$ cat src/rtl/bus_pkg.sv
// Shared types for the instruction/data bus arbiter: FSM states, port owner,
// and the registered memory-request bundle.
package bus_pkg;

    typedef enum logic [1:0] {
        ST_IDLE     = 2'd0,
        ST_ISSUE    = 2'd1,
        ST_WAIT_RSP = 2'd2,
        ST_RESP     = 2'd3
    } bus_state_e;

    typedef enum logic {
        OWN_DATA  = 1'b0,
        OWN_INSTR = 1'b1
    } bus_owner_e;

    typedef struct packed {
        logic        we;
        logic [3:0]  be;
        logic [31:0] addr;
        logic [31:0] wdata;
    } mem_req_t;

    // Fetches are always full-word reads.
    localparam logic [3:0] FETCH_BE = 4'hF;

    function automatic mem_req_t fetch_req(input logic [31:0] addr);
        mem_req_t r;
        r.we    = 1'b0;
        r.be    = FETCH_BE;
        r.addr  = addr;
        r.wdata = '0;
        return r;
    endfunction

endpackage

$ cat src/rtl/bus_prio_sel.sv
// Fixed data-over-instruction priority with a starvation counter that hands
// the bus to the instruction port after STARVE_MAX consecutive losses.
module bus_prio_sel
    import bus_pkg::*;
#(
    parameter int STARVE_MAX = 4
) (
    input  logic       clk,
    input  logic       rst,
    input  logic       arb_en,
    input  logic       i_req,
    input  logic       d_req,
    output bus_owner_e winner,
    output logic       any_req
);

    localparam int CW = (STARVE_MAX < 1) ? 1 : $clog2(STARVE_MAX + 1);

    logic [CW-1:0] cnt_q, cnt_d;
    logic          starved;

    always_comb begin
        starved = (cnt_q == CW'(STARVE_MAX));
        any_req = i_req | d_req;
        winner  = (i_req && (!d_req || starved)) ? OWN_INSTR : OWN_DATA;
        cnt_d   = cnt_q;
        if (arb_en) begin
            // Only a real loss by a waiting fetch counts toward starvation.
            if (!i_req || winner == OWN_INSTR)
                cnt_d = '0;
            else if (!starved)
                cnt_d = cnt_q + CW'(1);
        end
    end

    always_ff @(posedge clk or posedge rst) begin
        if (rst) cnt_q <= '0;
        else     cnt_q <= cnt_d;
    end

endmodule

$ cat src/rtl/bus_arbiter.sv
// Two-master (fetch/data) to single-port memory arbiter with one outstanding
// transaction; back-to-back issue is possible from the response cycle.
module bus_arbiter
    import bus_pkg::*;
#(
    parameter int STARVE_MAX = 4
) (
    input  logic        clk,
    input  logic        rst,
    input  logic        i_req,
    input  logic [31:0] i_addr,
    output logic        i_gnt,
    output logic        i_rvalid,
    output logic [31:0] i_rdata,
    input  logic        d_req,
    input  logic        d_we,
    input  logic [3:0]  d_be,
    input  logic [31:0] d_addr,
    input  logic [31:0] d_wdata,
    output logic        d_gnt,
    output logic        d_rvalid,
    output logic [31:0] d_rdata,
    output logic        m_req,
    output logic        m_we,
    output logic [3:0]  m_be,
    output logic [31:0] m_addr,
    output logic [31:0] m_wdata,
    input  logic        m_ready,
    input  logic        m_rvalid,
    input  logic [31:0] m_rdata,
    output logic        busy
);

    bus_state_e  state_q, state_d;
    bus_owner_e  owner_q, owner_d;
    logic        m_req_q, m_req_d;
    mem_req_t    mreq_q, mreq_d;
    logic [31:0] i_rdata_q, i_rdata_d;
    logic [31:0] d_rdata_q, d_rdata_d;

    logic        arb_en, launch, any_req, accept;
    bus_owner_e  winner;

    bus_prio_sel #(.STARVE_MAX(STARVE_MAX)) u_prio_sel (
        .clk     (clk),
        .rst     (rst),
        .arb_en  (arb_en),
        .i_req   (i_req),
        .d_req   (d_req),
        .winner  (winner),
        .any_req (any_req)
    );

    always_comb begin
        state_d   = state_q;
        owner_d   = owner_q;
        m_req_d   = m_req_q;
        mreq_d    = mreq_q;
        i_rdata_d = i_rdata_q;
        d_rdata_d = d_rdata_q;
        arb_en    = 1'b0;
        launch    = 1'b0;
        case (state_q)
            ST_IDLE: begin
                arb_en = 1'b1;
                launch = any_req;
            end
            ST_ISSUE: begin
                if (m_ready) begin
                    m_req_d = 1'b0;
                    state_d = ST_WAIT_RSP;
                end
            end
            ST_WAIT_RSP: begin
                if (m_rvalid) begin
                    if (owner_q == OWN_INSTR) i_rdata_d = m_rdata;
                    else                      d_rdata_d = mreq_q.we ? 32'h0 : m_rdata;
                    state_d = ST_RESP;
                end
            end
            ST_RESP: begin
                arb_en = 1'b1;
                launch = any_req;
                state_d = ST_IDLE;
            end
            default: state_d = ST_IDLE;
        endcase
        if (launch) begin
            state_d = ST_ISSUE;
            m_req_d = 1'b1;
            owner_d = winner;
            if (winner == OWN_INSTR)
                mreq_d = fetch_req(i_addr);
            else
                mreq_d = '{we: d_we, be: d_be, addr: d_addr, wdata: d_wdata};
        end
    end

    always_ff @(posedge clk or posedge rst) begin
        if (rst) begin
            state_q   <= ST_IDLE;
            owner_q   <= OWN_DATA;
            m_req_q   <= 1'b0;
            mreq_q    <= '0;
            i_rdata_q <= '0;
            d_rdata_q <= '0;
        end else begin
            state_q   <= state_d;
            owner_q   <= owner_d;
            m_req_q   <= m_req_d;
            mreq_q    <= mreq_d;
            i_rdata_q <= i_rdata_d;
            d_rdata_q <= d_rdata_d;
        end
    end

    // Grant is combinational so it lines up with the memory accept cycle.
    assign accept   = (state_q == ST_ISSUE) && m_req_q && m_ready;
    assign i_gnt    = accept && (owner_q == OWN_INSTR);
    assign d_gnt    = accept && (owner_q == OWN_DATA);
    assign i_rvalid = (state_q == ST_RESP) && (owner_q == OWN_INSTR);
    assign d_rvalid = (state_q == ST_RESP) && (owner_q == OWN_DATA);
    assign i_rdata  = i_rdata_q;
    assign d_rdata  = d_rdata_q;
    assign m_req    = m_req_q;
    assign m_we     = mreq_q.we;
    assign m_be     = mreq_q.be;
    assign m_addr   = mreq_q.addr;
    assign m_wdata  = mreq_q.wdata;
    assign busy     = (state_q != ST_IDLE);

endmodule

$ cat config.mk
export PLATFORM = sky130hd
export DESIGN_NAME = bus_arbiter
export DESIGN_NICKNAME = d
export VERILOG_FILES = /design/src/rtl/bus_pkg.sv /design/src/rtl/bus_prio_sel.sv /design/src/rtl/bus_arbiter.sv
export SDC_FILE = /design/constraint.sdc
export NUM_CORES = 1
export LEC_CHECK = 0
export CAP_MARGIN = 20
export CELL_PAD_IN_SITES_DETAIL_PLACEMENT = 1
export CELL_PAD_IN_SITES_GLOBAL_PLACEMENT = 2
export CORE_MARGIN = 10
export CORE_UTILIZATION = 24
export CTS_CLUSTER_SIZE = 24
export DETAILED_ROUTE_END_ITERATION = 8
export PLACE_DENSITY_LB_ADDON = 0.1
export SETUP_SLACK_MARGIN = 0.05
export SLEW_MARGIN = 10
export SYNTH_ARGS = -nofsm -noshare
export SYNTH_HDL_FRONTEND = slang
export SYNTH_SLANG_ARGS = --single-unit
$ cat constraint.sdc
create_clock -name clk -period 5.35 [get_ports clk]
set_input_delay 1.07 -clock clk [delete_from_list [all_inputs] [get_ports clk]]
set_output_delay 1.07 -clock clk [all_outputs]
set_load 0.02 [all_outputs]
Word level (Yosys, flattened, before mapping)
Index checks and enable logic that the tools add are counted.
{"block": "op_classes", "add_sub_neg": 1, "multipliers": 0, "div_mod_pow": 0, "magnitude_cmp": 0, "n_eq_ne": 7, "n_shift": 0, "mux": 14, "n_bitwise": 2, "reduce_logical": 22}
{"cell": "$mux 69", "n": 1}
{"cell": "$mux 32", "n": 1}
{"cell": "$reduce_and 3->1", "n": 3}
{"cell": "$logic_and 1x1->1", "n": 7}
{"cell": "$mux 1", "n": 6}
{"cell": "$mux 2", "n": 3}
{"cell": "$mux 3", "n": 2}
{"cell": "$ne 3x3->1 const B", "n": 2}
{"cell": "$pmux 2 s3", "n": 1}
{"cell": "$reduce_bool 2->1", "n": 3}
{"cell": "$eq 2x2->1 const B", "n": 2}
{"cell": "$reduce_and 2->1", "n": 2}
{"cell": "$reduce_bool 4->1", "n": 1}
{"cell": "$add 3x1->3 const B", "n": 1}
{"cell": "$eq 3x3->1 const B", "n": 1}
{"cell": "$eq 2x1->1 const B", "n": 1}
{"cell": "$logic_not 1->1", "n": 2}
{"cell": "$logic_not 2->1", "n": 1}
{"cell": "$logic_or 1x1->1", "n": 2}
{"cell": "$ne 2x2->1 const B", "n": 1}
{"cell": "$reduce_or 2->1", "n": 1}
{"cell": "$not 1->1", "n": 1}
{"cell": "$or 1x1->1", "n": 1}
{"block": "word_totals", "ff_bits": 140, "latch_bits": 0, "ramBits": 0, "mem_bits_ro": 0, "word_cells": 56, "n_memories": 0}

Depth between registers and ports, before layout
{"block": "logic_depth", "ltp_word": 7, "ltp_mapped": 8}

Modules after synthesis
A second synthesis with hierarchy kept.
{"block": "unflattened", "hier_cells": 562, "area_unflattened_um2": 6059.6}
{"mod": "bus_arbiter", "instances": 1, "cells_per_inst": 541, "area_per_inst_um2": 5855.6, "seq_area_each_um2": 3428.3}
{"mod": "bus_prio_sel", "instances": 1, "cells_per_inst": 21, "area_per_inst_um2": 203.9, "seq_area_each_um2": 75.1}

Least setup slack after synthesis
OpenSTA, ideal clock, no wires.
{"block": "synth_path", "path_kind": "input -> output", "start": "in m_ready", "end": "out d_gnt", "t_arrival_ns": 1.668, "path_slack_ns": 2.612, "path_stages": 2, "path_buffers": 0, "cell_sequence": "nand2_1 nor3b_1"}
{"block": "synth_via", "elab_chain_cells": 2}
{"element": "start, declared", "line": "bus_arbiter.sv:28", "rtl": "input logic m_ready,"}
{"element": "$logic_and 1x1->1", "line": "bus_arbiter.sv:118", "rtl": "assign accept = (state_q == ST_ISSUE) && m_req_q && m_ready;"}
{"element": "$logic_and 1x1->1", "line": "bus_arbiter.sv:120", "rtl": "assign d_gnt = accept && (owner_q == OWN_DATA);"}
{"element": "end, declared", "line": "bus_arbiter.sv:20", "rtl": "output logic d_gnt,"}
No other way between the ends.

Worst setup path after layout
Same ends and word-level chain as after synthesis.

==> summary.txt <==
Run status
  • Result of the run: finished clean

Logic synthesis
  • Xor and xnor fraction of the mapped netlist area: 0
  • Post-synth EDFFs: 0
  • Cell count after synthesis: ~610
  • Area fraction of the dominant cell type after synthesis: 0.5620
  • Fraction of synthesized area in multiplexers: 0.05941
  • Cell type with the highest aggregate area in the netlist: sky130_fd_sc_hd__dfrtp_1
  • Async set-reset flop share out of synthesis: 1.000
  • Post-Synth Adder-Cell Area: 0.01405
  • Most area-consuming cells after synthesis: sky130_fd_sc_hd__dfrtp_1 56%, sky130_fd_sc_hd__nand2_1 10%, sky130_fd_sc_hd__mux2_2 5.8%
  • Fraction of the mapped netlist area in compound gates: 0.1285
  • Most used standard cells in the synthesized netlist: 173 x sky130_fd_sc_hd__nand2_1, 140 x sky130_fd_sc_hd__dfrtp_1, 44 x sky130_fd_sc_hd__o21ai_0
  • Post-synthesis share of cell area spent on and, or, nand and nor gates: 0.1903
  • Synth Net Count: between 700 and 800
  • Synth Flop Type: sky130_fd_sc_hd__dfrtp_1
  • Number of distinct library cells after synthesis: 35
  • Total standard cell area after synthesis: 6233 µm²
  • Dominant combinational cell family by area after synthesis: simple AND/OR/NAND/NOR gates
  • Number of warnings issued by yosys: 0
  • Dominant cell by count in the synthesized netlist: sky130_fd_sc_hd__nand2_1
  • Avg Synthesized Cell Area: 10.25 µm²
  • Share of the yosys chip area belonging to registers: 0.5620
  • Number of storage elements in the synthesis netlist: 140

Worst setup path
  • Critical path class: input pin to output pin
  • CP endpoint: d_gnt
  • Crit start category: input pin
  • Minimum setup slack among reg-to-reg paths: around 2600 ps
  • Beginning of the worst register-to-register path: state_q[0]
  • Largest fanout on the critical path: 4
  • Critical path arrival: 2600 ps
  • Reg-to-reg endpoint: m_addr[1]
  • CP Launch Point: m_ready
  • Data required time of the critical path: 4280 ps
  • Critical path endpoint category: output pin
  • R2R depth: 6

Place
  • Area after detailed placement: 9249 µm²
  • Dpl hpwl: 17390 µm
  • Gpl congestion: around 0.77
  • Count of input and output buffers: 277

Global routing
  • Initial antenna violation count: 2
  • Met3 Usage GRT: 0.05714
  • Via count of the first global-routing pass: 6247
  • Wire length of the first global-routing pass: 37420 µm
  • Total global-route track usage: 0.1433
  • Largest net degree at the start of global routing: 66
  • Met1 demand-to-capacity share in global routing: 0.1633
  • Gr ovfl total: 0
  • Routing usage on met2: 0.2428
  • GRT Max-Usage Layer: met2

Clock tree
  • CTS tree: yes
  • Clock slew seen by the registers of the worst setup and hold paths: around 70 ps
  • Root Buffer: sky130_fd_sc_hd__clkbuf_16
  • Clock network latency to the later pin of the worst-skew pair: 420 ps
  • # Post-CTS Setup Buffers: 0
  • Post_cts resized: 0
  • Maximum buffer depth of the clock tree: 2
  • Maximum level of the CTS H-tree: 4
  • CTS Hold Buffers Added: 0
  • Number of buffers created by CTS: 17
  • Clock net sink count: 140

Final layout
  • Final design instance area without fill: 9849 µm²
  • Layout area overhead: 58.01%
  • Antenna Cells: 0
  • Net count, final: 1009
  • Layout cells sized above 1: 0.1164
  • Final Util: 0.3878

Route
  • Vias: ~5400
  • Detailed-routing iteration count for the pre-antenna-repair pass: 4
  • Antenna viol nets, final: 0
  • Post-Route WL: 23950 µm
  • Via density per instance: 4.511
  • Detailed router's first-iteration violation count: 235
  • Post-detailed-route DRC marker count: 0
  • Average detailed-routed wire length per instance: 19.86 µm

STA
  • Final setup violation count: 0
  • Actual transition at the worst max-transition pin: 962.8 ps
  • Final hold violation count: 0
  • Crit share post-route: 0.6851
  • Headroom to the max-slew limit: 0.3581
  • Minimum period implied by the final worst setup slack: about 3700 ps
  • Highest clock frequency the design can meet: 272.8 MHz
  • Final TNS setup: 0 ps
  • RSZ-0062 raised after global routing: false
  • Tightest hold margin: 482.4 ps
  • Setup clock skew after layout: between 10 and 15 ps
  • Slew Limit Fails: 0

Floorplan
  • Row cnt: 58
  • I/O pin count: between 200 and 300
  • Core area: approximately 25000 µm²
  • Die Span X: about 180 µm
  • Height of the die: 181.2 µm
  • Initial standard-cell utilization of the core: 0.2454
  • DIE AREA: 32820 µm²

Run
  • Number of maximum-capacitance violations: 0

Power and ir drop
  • Worst IR drop on VDD: 0.2126 mV
  • Lkg Pwr: 4.192 nW
  • Total power consumption of the routed design: between 6 and 7 mW
  • Power density cells: 612.1 nW/µm²

Min path
  • Worst hold path class: register to register
## worst max-delay path, stage by stage
cell	delay (ps)
sky130_fd_sc_hd__clkdlybuf4s50_1	550
sky130_fd_sc_hd__nand2_1	110
sky130_fd_sc_hd__nor3b_1	220
sky130_fd_sc_hd__clkdlybuf4s50_1	650
## metrics by stage
stage | setup slack, ps | std cells
floorplan | 527.1 | 608
global placement | 1721 | 1174
detailed placement | 1654 | 1174
CTS | 1672 | 1206
global route | 1576 | 1206
finish | 1685 | 1206
## how the worst min path moves through the flow
stage	from	endpoint	cells after the start
4_1_cts	d_rdata[29]	d_rdata[29]	2
3_5_place_dp	d_rdata[29]	d_rdata[29]	2
5_1_grt	m_addr[11]	m_addr[11]	2
2_1_floorplan	u_prio_sel.cnt_q[1]	u_prio_sel.cnt_q[1]	2
3_3_place_gp	m_wdata[29]	m_wdata[29]	2
6_report	d_rdata[29]	d_rdata[29]	2
## cell type report
cell class              count  area [µm²]
clock buffers              19       442.9
clock inverters            13       157.7
fillers                  2827       15550
multi-input cells         414        2467
repair buffers            284        2838
inverters                   6       27.53
flip-flops and latches    140        3503
well taps                 330       412.9
## per-layer routing
metal	vias to the layer above	share of wire
li1	2572	-
met2	177	0.49
met1	2664	0.41
met4	4	0.014
met5	-	0.00092
met3	23	0.079
## layout by cell type, fill, tap and decap left out, types with 2 or more instances in the layout
cell type	count
sky130_fd_sc_hd__a21oi_1	6
sky130_fd_sc_hd__buf_4	6
sky130_fd_sc_hd__bufinv_16	2
sky130_fd_sc_hd__clkbuf_16	17
sky130_fd_sc_hd__clkdlybuf4s50_1	277
sky130_fd_sc_hd__clkinv_4	2
sky130_fd_sc_hd__clkinvlp_4	3
sky130_fd_sc_hd__dfrtp_1	140
sky130_fd_sc_hd__ha_1	7
sky130_fd_sc_hd__inv_1	5
sky130_fd_sc_hd__inv_6	5
sky130_fd_sc_hd__inv_8	2
sky130_fd_sc_hd__mux2_2	32
sky130_fd_sc_hd__nand2_1	173
sky130_fd_sc_hd__nand2b_1	32
sky130_fd_sc_hd__nand3_1	2
sky130_fd_sc_hd__nand4_1	32
sky130_fd_sc_hd__nor2_1	10
sky130_fd_sc_hd__nor2b_1	4
sky130_fd_sc_hd__nor3b_1	2
sky130_fd_sc_hd__o211ai_1	6
sky130_fd_sc_hd__o211ai_2	27
sky130_fd_sc_hd__o21ai_0	44
sky130_fd_sc_hd__o21ai_1	23
## report_power, final
part,switching (mW),leakage (nW),internal (mW)
Combinational,1.65,2.14,1.34
Clock,0.513,0.285,0.713
Sequential,0.286,1.76,1.52
## kinds of logic after synthesis
group           Yosys count
compound gates          112
fa+ha+maj                 7
buf+inv                  54
flops                   140
mux                      33
simple gates            262
## sequential cells by signal (all words and copies together), names as in the netlist
name / count
i_rdata: 32
owner_q: 1
m_be: 4
u_prio_sel.cnt_q: 3
m_addr: 32
d_rdata: 32
m_we: 1
m_wdata: 32
state_q: 2
m_req: 1
No activity file was read; power rests on OpenSTA's default activity.
